===== src/rtl/uart_pkg.sv =====
// ----------------------------------------------------------------------------
// uart_pkg
// Shared definitions for the UART transmitter, its baud counter and the
// receiver / upstream pacing logic that reuse them.
//   - state encodings for the transmit FSM
//   - DATA_BITS: payload width of one frame
//   - DEFAULT_CLKS_PER_BIT: 65 MHz / 115200 baud, also the pacing limit
//     used by the upstream lock stage
//   - cnt_width(): counter width needed to count 0..n-1
// ----------------------------------------------------------------------------
package uart_pkg;

  localparam int unsigned DATA_BITS            = 8;
  localparam int unsigned DEFAULT_CLKS_PER_BIT = 564;

  localparam logic [1:0] ST_IDLE_ENC  = 2'd0;
  localparam logic [1:0] ST_START_ENC = 2'd1;
  localparam logic [1:0] ST_DATA_ENC  = 2'd2;
  localparam logic [1:0] ST_STOP_ENC  = 2'd3;

  typedef enum logic [1:0] {
    IDLE  = ST_IDLE_ENC,
    START = ST_START_ENC,
    DATA  = ST_DATA_ENC,
    STOP  = ST_STOP_ENC
  } tx_state_e;

  // Width of a counter running 0..n-1; never narrower than one bit.
  function automatic int unsigned cnt_width(input int unsigned n);
    int unsigned w;
    w = $clog2(n);
    if (w < 32'd1) begin
      w = 32'd1;
    end else begin
      w = w;
    end
    return w;
  endfunction

endpackage


===== src/rtl/uart_baud_cnt.sv =====
// ----------------------------------------------------------------------------
// uart_baud_cnt
// Bit-period counter. Counts 0..CLKS_PER_BIT-1 while enabled and wraps to 0
// on the same edge the bit-end strobe is seen, so consecutive bits are
// exactly CLKS_PER_BIT cycles long.
// Ports:
//   clk      in   clock, rising edge
//   rst_n    in   asynchronous active-low reset, counter -> 0
//   clr      in   synchronous clear, has priority over en
//   en       in   count enable
//   bit_end  out  high on the last cycle of a bit period (count == N-1)
//   near_end out  high on the second-to-last cycle (count == N-2); lets a
//                 parent register a flag that lines up with the final cycle
// ----------------------------------------------------------------------------
module uart_baud_cnt
  import uart_pkg::*;
#(
  parameter int unsigned CLKS_PER_BIT = DEFAULT_CLKS_PER_BIT,
  localparam int unsigned CW          = cnt_width(CLKS_PER_BIT)
) (
  input  logic clk,
  input  logic rst_n,
  input  logic clr,
  input  logic en,
  output logic bit_end,
  output logic near_end
);

  localparam logic [CW-1:0] CNT_LAST = CW'(CLKS_PER_BIT - 1);
  localparam logic [CW-1:0] CNT_NEAR = CW'(CLKS_PER_BIT - 2);

  logic [CW-1:0] cnt_q;
  logic [CW-1:0] cnt_d;

  // Strobes decoded from the registered count.
  always_comb begin
    bit_end  = en && (cnt_q == CNT_LAST);
    near_end = en && (cnt_q == CNT_NEAR);
  end

  // Next count: clear, wrap at the bit end, or advance.
  always_comb begin
    cnt_d = cnt_q;
    if (clr) begin
      cnt_d = '0;
    end else if (en) begin
      if (cnt_q == CNT_LAST) begin
        cnt_d = '0;
      end else begin
        cnt_d = cnt_q + CW'(1);
      end
    end else begin
      cnt_d = cnt_q;
    end
  end

  // Count register.
  always_ff @(posedge clk or negedge rst_n) begin
    if (!rst_n) begin
      cnt_q <= '0;
    end else begin
      cnt_q <= cnt_d;
    end
  end

endmodule


===== src/rtl/uart_tx.sv =====
// ----------------------------------------------------------------------------
// uart_tx
// 8N1 / 8N2 serial transmitter, LSB first. One byte is captured per accepted
// tx_start (accepted only in IDLE); the frame is start bit, 8 data bits and
// STOP_BITS stop bits, each CLKS_PER_BIT cycles long. Every output is a flop,
// so the first start-bit cycle appears one cycle after acceptance.
// Ports:
//   pclk     in   system clock, rising edge
//   rst_n    in   asynchronous active-low reset (abandons any frame)
//   tx_start in   send request, only looked at while idle
//   data_in  in   byte to send, captured on the accepting cycle
//   tx       out  serial line, idle high
//   tx_busy  out  high from the cycle after acceptance to the end of frame
//   tx_done  out  one-cycle pulse on the last cycle of the final stop bit
// ----------------------------------------------------------------------------
module uart_tx
  import uart_pkg::*;
#(
  parameter int unsigned CLKS_PER_BIT = DEFAULT_CLKS_PER_BIT,
  parameter int unsigned STOP_BITS    = 1
) (
  input  logic                 pclk,
  input  logic                 rst_n,
  input  logic                 tx_start,
  input  logic [DATA_BITS-1:0] data_in,
  output logic                 tx,
  output logic                 tx_busy,
  output logic                 tx_done
);

  localparam logic [2:0] BIT_LAST  = 3'(DATA_BITS - 1);
  localparam logic [2:0] STOP_LAST = 3'(STOP_BITS - 1);

  tx_state_e            state_q,   state_d;
  logic [2:0]           bit_cnt_q, bit_cnt_d;
  logic [DATA_BITS-1:0] shift_q,   shift_d;
  logic                 tx_q,      tx_d;
  logic                 busy_q,    busy_d;
  logic                 done_q,    done_d;

  logic baud_clr;
  logic baud_en;
  logic bit_end;
  logic near_end;

  uart_baud_cnt #(
    .CLKS_PER_BIT (CLKS_PER_BIT)
  ) u_baud_cnt (
    .clk      (pclk),
    .rst_n    (rst_n),
    .clr      (baud_clr),
    .en       (baud_en),
    .bit_end  (bit_end),
    .near_end (near_end)
  );

  // The counter only runs while a frame is in flight.
  always_comb begin
    baud_en = (state_q != IDLE);
  end

  // Next-state and next-output logic. The serial line is computed for the
  // cycle after the edge, so tx always reflects state_q without a decode.
  always_comb begin
    state_d   = state_q;
    bit_cnt_d = bit_cnt_q;
    shift_d   = shift_q;
    tx_d      = tx_q;
    busy_d    = busy_q;
    done_d    = 1'b0;
    baud_clr  = 1'b0;

    case (state_q)
      IDLE: begin
        tx_d     = 1'b1;
        busy_d   = 1'b0;
        baud_clr = 1'b1;
        if (tx_start) begin
          shift_d   = data_in;
          bit_cnt_d = 3'd0;
          state_d   = START;
          tx_d      = 1'b0;
          busy_d    = 1'b1;
        end else begin
          state_d = IDLE;
        end
      end

      START: begin
        tx_d = 1'b0;
        if (bit_end) begin
          state_d   = DATA;
          bit_cnt_d = 3'd0;
          tx_d      = shift_q[0];
        end else begin
          state_d = START;
        end
      end

      DATA: begin
        tx_d = shift_q[0];
        if (bit_end) begin
          shift_d = shift_q >> 1;
          if (bit_cnt_q == BIT_LAST) begin
            state_d   = STOP;
            bit_cnt_d = 3'd0;
            tx_d      = 1'b1;
          end else begin
            bit_cnt_d = bit_cnt_q + 3'd1;
            // Next bit to show is the one about to shift into position 0.
            tx_d      = shift_q[1];
          end
        end else begin
          state_d = DATA;
        end
      end

      STOP: begin
        tx_d = 1'b1;
        // Registered pulse: raise it one cycle early so it is high exactly
        // on the final stop-bit cycle.
        if ((bit_cnt_q == STOP_LAST) && near_end) begin
          done_d = 1'b1;
        end else begin
          done_d = 1'b0;
        end
        if (bit_end) begin
          if (bit_cnt_q == STOP_LAST) begin
            state_d   = IDLE;
            bit_cnt_d = 3'd0;
            busy_d    = 1'b0;
          end else begin
            bit_cnt_d = bit_cnt_q + 3'd1;
          end
        end else begin
          state_d = STOP;
        end
      end

      default: begin
        state_d   = IDLE;
        bit_cnt_d = 3'd0;
        tx_d      = 1'b1;
        busy_d    = 1'b0;
        baud_clr  = 1'b1;
      end
    endcase
  end

  // FSM state, datapath and output registers.
  always_ff @(posedge pclk or negedge rst_n) begin
    if (!rst_n) begin
      state_q   <= IDLE;
      bit_cnt_q <= 3'd0;
      shift_q   <= '0;
      tx_q      <= 1'b1;
      busy_q    <= 1'b0;
      done_q    <= 1'b0;
    end else begin
      state_q   <= state_d;
      bit_cnt_q <= bit_cnt_d;
      shift_q   <= shift_d;
      tx_q      <= tx_d;
      busy_q    <= busy_d;
      done_q    <= done_d;
    end
  end

  assign tx      = tx_q;
  assign tx_busy = busy_q;
  assign tx_done = done_q;

endmodule


===== config.mk =====
export PLATFORM = sky130hd
export DESIGN_NAME = uart_tx
export DESIGN_NICKNAME = d
export VERILOG_FILES = /design/src/rtl/uart_pkg.sv /design/src/rtl/uart_baud_cnt.sv /design/src/rtl/uart_tx.sv
export SDC_FILE = /design/constraint.sdc
export NUM_CORES = 1
export LEC_CHECK = 0
export CORE_MARGIN = 4
export CORE_UTILIZATION = 30
export DETAILED_ROUTE_END_ITERATION = 8
export DONT_BUFFER_PORTS = 1
export GPL_ROUTABILITY_DRIVEN = 0
export SLEW_MARGIN = 20
export SYNTH_ARGS = -nofsm -noshare
export SYNTH_HDL_FRONTEND = slang
export SYNTH_SLANG_ARGS = --single-unit

===== constraint.sdc =====
create_clock -name pclk -period 1.5 [get_ports pclk]
set_input_delay 0.225 -clock pclk [delete_from_list [all_inputs] [get_ports pclk]]
set_output_delay 0.225 -clock pclk [all_outputs]
set_load 0.02 [all_outputs]

# [Word-level counts from Yosys, hierarchy flattened]
# Index checks and enable logic that the tools add are counted.
[classes] addsub=2 multipliers=0 div=0 n_lt_le_gt_ge=0 eq_ne=13 shifts=0 muxes=32 bitwise_logic=0 reduce_logical=13
[ops] operator="two-way mux 10 bit" count=3
[ops] operator="equality test 10 bit, second input constant" count=2
[ops] operator="two-way mux 3 bit" count=6
[ops] operator="two-way mux 8 bit" count=2
[ops] operator="case mux 8 bit (2 select lines)" count=1
[ops] operator="case mux 3 bit (4 select lines)" count=1
[ops] operator="two-way mux 1 bit" count=11
[ops] operator="adder 10 x 1 -> 10 bit, second input constant" count=1
[ops] operator="two-way mux 2 bit" count=5
[ops] operator="!= test 2 bit, second input constant" count=5
[ops] operator="case mux 2 bit (4 select lines)" count=1
[ops] operator="nonzero test 2 bit" count=4
[ops] operator="!= test 3 bit, second input constant" count=2
[ops] operator="AND reduction 3 bit" count=2
[ops] operator="equality test 2 bit, second input constant" count=2
[ops] operator="case mux 1 bit (4 select lines)" count=1
[ops] operator="AND reduction 4 bit" count=1
[ops] operator="adder 3 x 1 -> 3 bit, second input constant" count=1
[ops] operator="equality test 3 bit, second input constant" count=1
[ops] operator="logical AND 1 bit" count=3
[ops] operator="zero test 3 bit" count=1
[ops] operator="equality test 2 x 1 -> 1 bit, second input constant" count=1
[ops] operator="zero test 2 bit" count=1
[ops] operator="case mux 1 bit (2 select lines)" count=1
[ops] operator="AND reduction 2 bit" count=1
[word_totals] regBits=26 latchBits=0 mem_bits_rw=0 romBits=0 input_bits=11 out_inout_bits=3 n_memories=0

# [Longest topological paths before layout]
[logic_depth] depth_word=5 mapped_depth=7 mapped_depth_nobuf=5

# [Hierarchy]
# From an unflattened synthesis, not the netlist that was laid out.
[unflattened] cells_unflattened=143 area_unflattened_um2=1557.7
[modules_own_cells] module="uart_tx" instances=1 cells_each=81 area_each_um2=977.2 seq_area_each_um2=401.6
[modules_own_cells] module="uart_baud_cnt" instances=1 cells_each=62 area_each_um2=580.6 seq_area_each_um2=250.2

# [Worst setup path before layout]
# No wires, ideal clock.
[synth_timing] kind="flip-flop to flip-flop" startpoint="register u_baud_cnt.cnt_q[0]" endpoint="register state_q[0]" arrival_time_ns=1.391 t_required_ns=1.374 path_slack_ns=-0.017 stages_incl_launch_ff=6 n_path_buf=1 period_less_slack_ns=1.517 cell_sequence="dfrtp_1 > ha_1 > buf_2 > and3_4 > a31o_1 > a221o_1"
[synth_via] elab_chain_len=4
[synth_lines] element="start, declared" line_no="uart_baud_cnt.sv:32" rtl="logic [CW-1:0] cnt_q;"
[synth_lines] element="start signal, assigned" line_no="uart_baud_cnt.sv:62" rtl="cnt_q <= cnt_d;"
[synth_lines] element="equality test 10 bit *" line_no="uart_baud_cnt.sv:37" rtl="bit_end = en && (cnt_q == CNT_LAST);"
[synth_lines] element="logical AND 1 bit *" line_no="uart_baud_cnt.sv:37"
[synth_lines] element="two-way mux 2 bit (tied with other cells)" line_no="uart_tx.sv:127" rtl="if (bit_end) begin"
[synth_lines] element="case mux 2 bit (4 select lines) / AND reduction 2 bit (equally long branches)"
[synth_lines] element="end signal, assigned" line_no="uart_tx.sv:160" rtl="state_q <= state_d;"
[synth_lines] element="end, declared" line_no="uart_tx.sv:34" rtl="tx_state_e state_q, state_d;"
# Every way passes the cells marked *; elsewhere a longest branch is shown, timed or not.
# A chain may end at the register's enable or synchronous reset.

# [Worst setup path after layout]
[layout_timing] startpoint="register u_baud_cnt.cnt_q[3]" endpoint="register bit_cnt_q[2]"
[layout_via] elab_chain_len=4
[layout_lines] element="equality test 10 bit *" line_no="uart_baud_cnt.sv:37"
[layout_lines] element="logical AND 1 bit *" line_no="uart_baud_cnt.sv:37"
[layout_lines] element="!= test 2 bit (no line)"
[layout_lines] element="AND reduction 4 bit (no line) *"
[layout_lines] element="end signal, assigned" line_no="uart_tx.sv:161" rtl="bit_cnt_q <= bit_cnt_d;"
[layout_lines] element="end, declared" line_no="uart_tx.sv:35" rtl="logic [2:0] bit_cnt_q, bit_cnt_d;"
# Marked as above.

==> results by stage <==
Synthesis:
- After Yosys synthesis, full adders, half adders and majority gates account for 4.60% of the synthesized area.
- The synthesized-area fraction occupied by ao, oa, aoi and oai cells is 16.8%.
- The synthesized design contains 0 enable-type register cells.
- After synthesis, flip-flops and latches occupy 48.0% of the total area.
- The XOR/XNOR share of the synthesized area is 5.16%.
- By area the synthesized netlist is led by sky130_fd_sc_hd__dfrtp_1, sky130_fd_sc_hd__nor2_1, sky130_fd_sc_hd__ha_1.
- The fraction of registers with async set/reset is 100%.
- The cell taking the most area after synthesis is sky130_fd_sc_hd__dfrtp_1.
- By area, the combinational part of the netlist is dominated by simple AND/OR/NAND/NOR gates.
- Multiplexer cells account for 0.737% of the synthesized area.
- After synthesis, the mean cell area works out to 10.1 sq um.
- Yosys mapped the design onto 38 distinct sky130hd cell types.
- The most used flip-flop cell after synthesis is sky130_fd_sc_hd__dfrtp_1.
- The number of nets handed over by synthesis was 150.
- The share of synthesized cell area in and, or, nand and nor gates is 20.3%.
- The share of the synthesized area in the top cell type is 46.0%.
- For this run, the number of Yosys warnings is 0.
- Counting every instance in the synthesized netlist gives 134.
- Summing every instance area after synthesis gives 0.00136 sq mm.
- After synthesis the netlist holds a flip-flop and latch count of 26.

Worst hold path:
- The worst hold path was traced through 2 stages.
- The startpoint identified for the worst hold timing path is data_in[6].
- The worst hold path belongs to the class in -> reg.
- The worst hold path terminates at shift_q[6].

Die:
- For this design the top-level I/O count stands at 14.
- The total core area is 0.00438 sq mm.
- The floorplan die area is 0.00567 sq mm.
- The starting density of the core is 31.0%.
- The die is 75.3 um wide.
- The die is 75.3 um tall.
- The floorplan has 24 rows.

Setup path:
- STA classifies the critical path endpoint as a register.
- STA classifies the critical path startpoint as a register.
- The setup path with the least slack is of type reg -> reg.
- In this run the critical register-to-register path is launched from u_baud_cnt.cnt_q[3].
- The endpoint identified for the worst register-to-register timing path is bit_cnt_q[2].
- Setup slack on the worst reg-to-reg path comes out at 0.0008 ns.
- The number of cells on the worst reg-to-reg path is 5.
- Along the worst path, the maximum fanout reaches 4.
- Data arrives at the worst endpoint at 1.72 ns.
- The data required time at the worst endpoint is 1.72 ns.

Cells and area:
- The number of antenna diodes in the final layout is 0.
- The fill cell instance count of the final layout is 435.
- For this run, the post-layout net count is 169.
- The area of combinational cells with multiple inputs is 682 sq um.
- The area overhead of the layout relative to synthesis is 24.2%.
- The sequential cells in the finished layout cover a total of 652 sq um.
- The fraction of layout instances using a drive strength above 1 is 28.9%.

Power and ir drop:
- VDD sags by at most 0.865 mV.
- The switching power total is 0.000612 W.
- The switching portion of total power is 29.0%.
- The total leakage power is 0.760 nW.
- The share of total power dissipated in combinational logic is 27.2%.
- The internal cell power is 0.00150 W.
- The total power per unit cell area is 1250 mW/mm^2.
- The clock network burns 27.1% of the power.
- Sequential cells burn 45.8% of the power.

Status:
- The flow ran to the end, and the final reports show no timing, DRC or antenna violations.

Global route:
- Entering global routing, the biggest net connects 27 pins.
- Across every metal layer, demand over resource in global routing totals 10.7%.
- The number of antenna violations at the first check in global routing is 0.
- The number of global-route vias before repair is 1048.
- Summed over all layers, the global routing overflow is 0.
- The first global-routing pass estimated 4.71 mm of wire.

Flow run:
- Max-cap violations in this run came to 0.

Clocking:
- The maximum count of clock buffers along a single path is 2.
- CTS saw 26 sinks.
- The CTS tree is yes.
- In this run the clock root is driven by a sky130_fd_sc_hd__clkbuf_8.
- Clock tree synthesis inserted a total of 3 buffers.
- Clock-pin slew was measured on the worst setup and hold paths at 0.09 ns.
- The number of H-tree levels is 1.
- The clock latency on the worst-skew pair is 0.27 ns.

STA:
- The minimum hold slack is 0.143 ns.
- Counting I/O delays and the setup requirement, the final critical path takes 1.50 ns.
- Setup violations remaining at the end of the flow were counted as 0.
- The clock skew after layout is 0.0101 ns.
- The worst path uses 99.9% of the clock period.
- For the final routed database, the setup TNS stands at 0 ns.
- Setup repair after global routing could not meet its margin everywhere.
- The measured slew at the worst slew-check pin is 0.416 ns.
- The number of hold violations in the final report is 0.
- The max-slew violation total from the final report is 0.
- The normalized max-slew margin is 72.2%.
- The highest achievable clock rate is 667 MHz.

Routing:
- Using the TritonRoute via totals, the vias-per-cell ratio works out to 5.07.
- After detailed routing, the average wire length per cell comes to 13.7 um.
- In this run the remaining antenna-violating nets after routing total 0.
- The first-iteration detailed-routing DRC count is 64.
- The remaining design rule violation count is 0.
- The total wirelength of the detailed-routed design is 2.80 mm.
- The first-pass iteration count of the detailed router is 4.
- The detailed-route via count is 1035.

Placed design:
- Buffers placed on the I/O ports in this run total 0.
- The wire-length estimate of the detail-placed layout is 1.97 mm.
==> state kept, by name, summed over array words and instances (netlist names) <==
name,flops
u_baud_cnt.cnt_q,10
shift_q,8
bit_cnt_q,3
state_q,2
tx,1
tx_busy,1
tx_done,1
==> cells in the final DEF, fill, tap and decap left out, types with 2 or more instances in the layout <==
master	count
sky130_fd_sc_hd__inv_1	8
sky130_fd_sc_hd__o21ai_0	4
sky130_fd_sc_hd__nor2_1	19
sky130_fd_sc_hd__o211ai_1	2
sky130_fd_sc_hd__nand2_1	6
sky130_fd_sc_hd__nand3_1	7
sky130_fd_sc_hd__buf_4	15
sky130_fd_sc_hd__ha_1	4
sky130_fd_sc_hd__dfrtp_1	25
sky130_fd_sc_hd__buf_12	2
sky130_fd_sc_hd__a22o_1	2
sky130_fd_sc_hd__o22ai_2	7
sky130_fd_sc_hd__nand4_1	3
sky130_fd_sc_hd__a21oi_2	2
sky130_fd_sc_hd__and3_4	2
sky130_fd_sc_hd__a21oi_1	9
sky130_fd_sc_hd__clkbuf_8	3
sky130_fd_sc_hd__xor2_1	7
==> synthesized netlist by cell type (2+ instances only) <==
library cell               count
sky130_fd_sc_hd__dfrtp_1      25
sky130_fd_sc_hd__nor2_1       19
sky130_fd_sc_hd__a21oi_1       9
sky130_fd_sc_hd__inv_1         8
sky130_fd_sc_hd__nand2_1       7
sky130_fd_sc_hd__nand3_1       7
sky130_fd_sc_hd__xor2_1        7
sky130_fd_sc_hd__ha_1          5
sky130_fd_sc_hd__o22ai_1       5
sky130_fd_sc_hd__o21ai_0       4
sky130_fd_sc_hd__buf_2         3
sky130_fd_sc_hd__nand4_1       3
sky130_fd_sc_hd__o22ai_2       3
sky130_fd_sc_hd__a21oi_2       2
sky130_fd_sc_hd__a22o_1        2
sky130_fd_sc_hd__and3_1        2
sky130_fd_sc_hd__o211ai_1      2
==> routing by layer <==
layer	vias to the layer above	track usage, %	part of all wire, %
li1	512	-	-
met1	501	13.4	44
met2	18	18.4	50
met3	4	3.17	4.1
met4	0	2.33	1.6
met5	-	0	0
==> final cells by class <==
class                           count  area share, %
Inverter                            8           1.78
Clock buffer                        3           2.45
Tap cell                           52           3.85
Sequential cell                    26           38.6
Clock inverter                      1           1.78
Multi-Input combinational cell     95           40.4
Timing Repair Buffer               19           11.1
==> metrics by stage <==
stage	instance area, sq um	util, %	setup WS, ns	instances	total power (W)
2_1_floorplan	1360	-	0.00374	134	0.00131
3_3_place_gp	1510	34.5	0.0304	195	0.00148
3_5_place_dp	1510	34.5	-0.0118	195	0.00150
4_1_cts	1630	37.2	-0.00707	202	0.00210
5_1_grt	1690	38.5	-0.0851	204	0.00227
6_report	1690	38.5	0.000755	204	0.00211
==> how the worst max path moves through the flow <==
| stage | start | to | slack (ns) | depth (start not counted) |
|---|---|---|---|---|
| floorplan | u_baud_cnt.cnt_q[0] | state_q[0] | 0.004 | 5 |
| global placement | u_baud_cnt.cnt_q[3] | bit_cnt_q[0] | 0.03 | 5 |
| detailed placement | u_baud_cnt.cnt_q[3] | bit_cnt_q[0] | -0.01 | 5 |
| CTS | u_baud_cnt.cnt_q[7] | bit_cnt_q[2] | -0.007 | 5 |
| global route | u_baud_cnt.cnt_q[3] | bit_cnt_q[2] | -0.09 | 5 |
| finish | u_baud_cnt.cnt_q[3] | bit_cnt_q[2] | 0.0008 | 5 |
==> cell families after synthesis <==
group,Yosys count
xor gates and xnor gates,8
AOI/OAI and AO/OA,32
DFF,26
and+or+nand+nor,49
adders and majority gates,5
buffers and inverters,13
muxes,1
==> critical path, stage by stage (launching register included) <==
cell and delay [ns]:
sky130_fd_sc_hd__dfrtp_1 0.42, sky130_fd_sc_hd__nor4_4 0.36, sky130_fd_sc_hd__buf_4 0.18, sky130_fd_sc_hd__and3_4 0.20, sky130_fd_sc_hd__and3_4 0.18, sky130_fd_sc_hd__a22o_1 0.12
==> power groups by stage <==
stage	Sequential, W	Combinational [W]	Clock (W)
CTS	0.000962	0.000546	0.000595
detailed placement	0.000975	0.000529	0
global placement	0.000966	0.000512	0
global route	0.000987	0.000653	0.000629
floorplan	0.000978	0.000332	0
finish	0.000967	0.000574	0.000571
==> what timing repair did <==
action | CTS | global route
hold buffers | 2 | 0
endpoints found under the setup margin | 2 | 19
endpoints found under the hold margin | 26 | 0
pin swaps | 2 | 7
resized for setup | 2 | 4
setup buffers | 1 | 1
cloned | 0 | 1
Note: power is estimated with default switching activity, not from simulation.
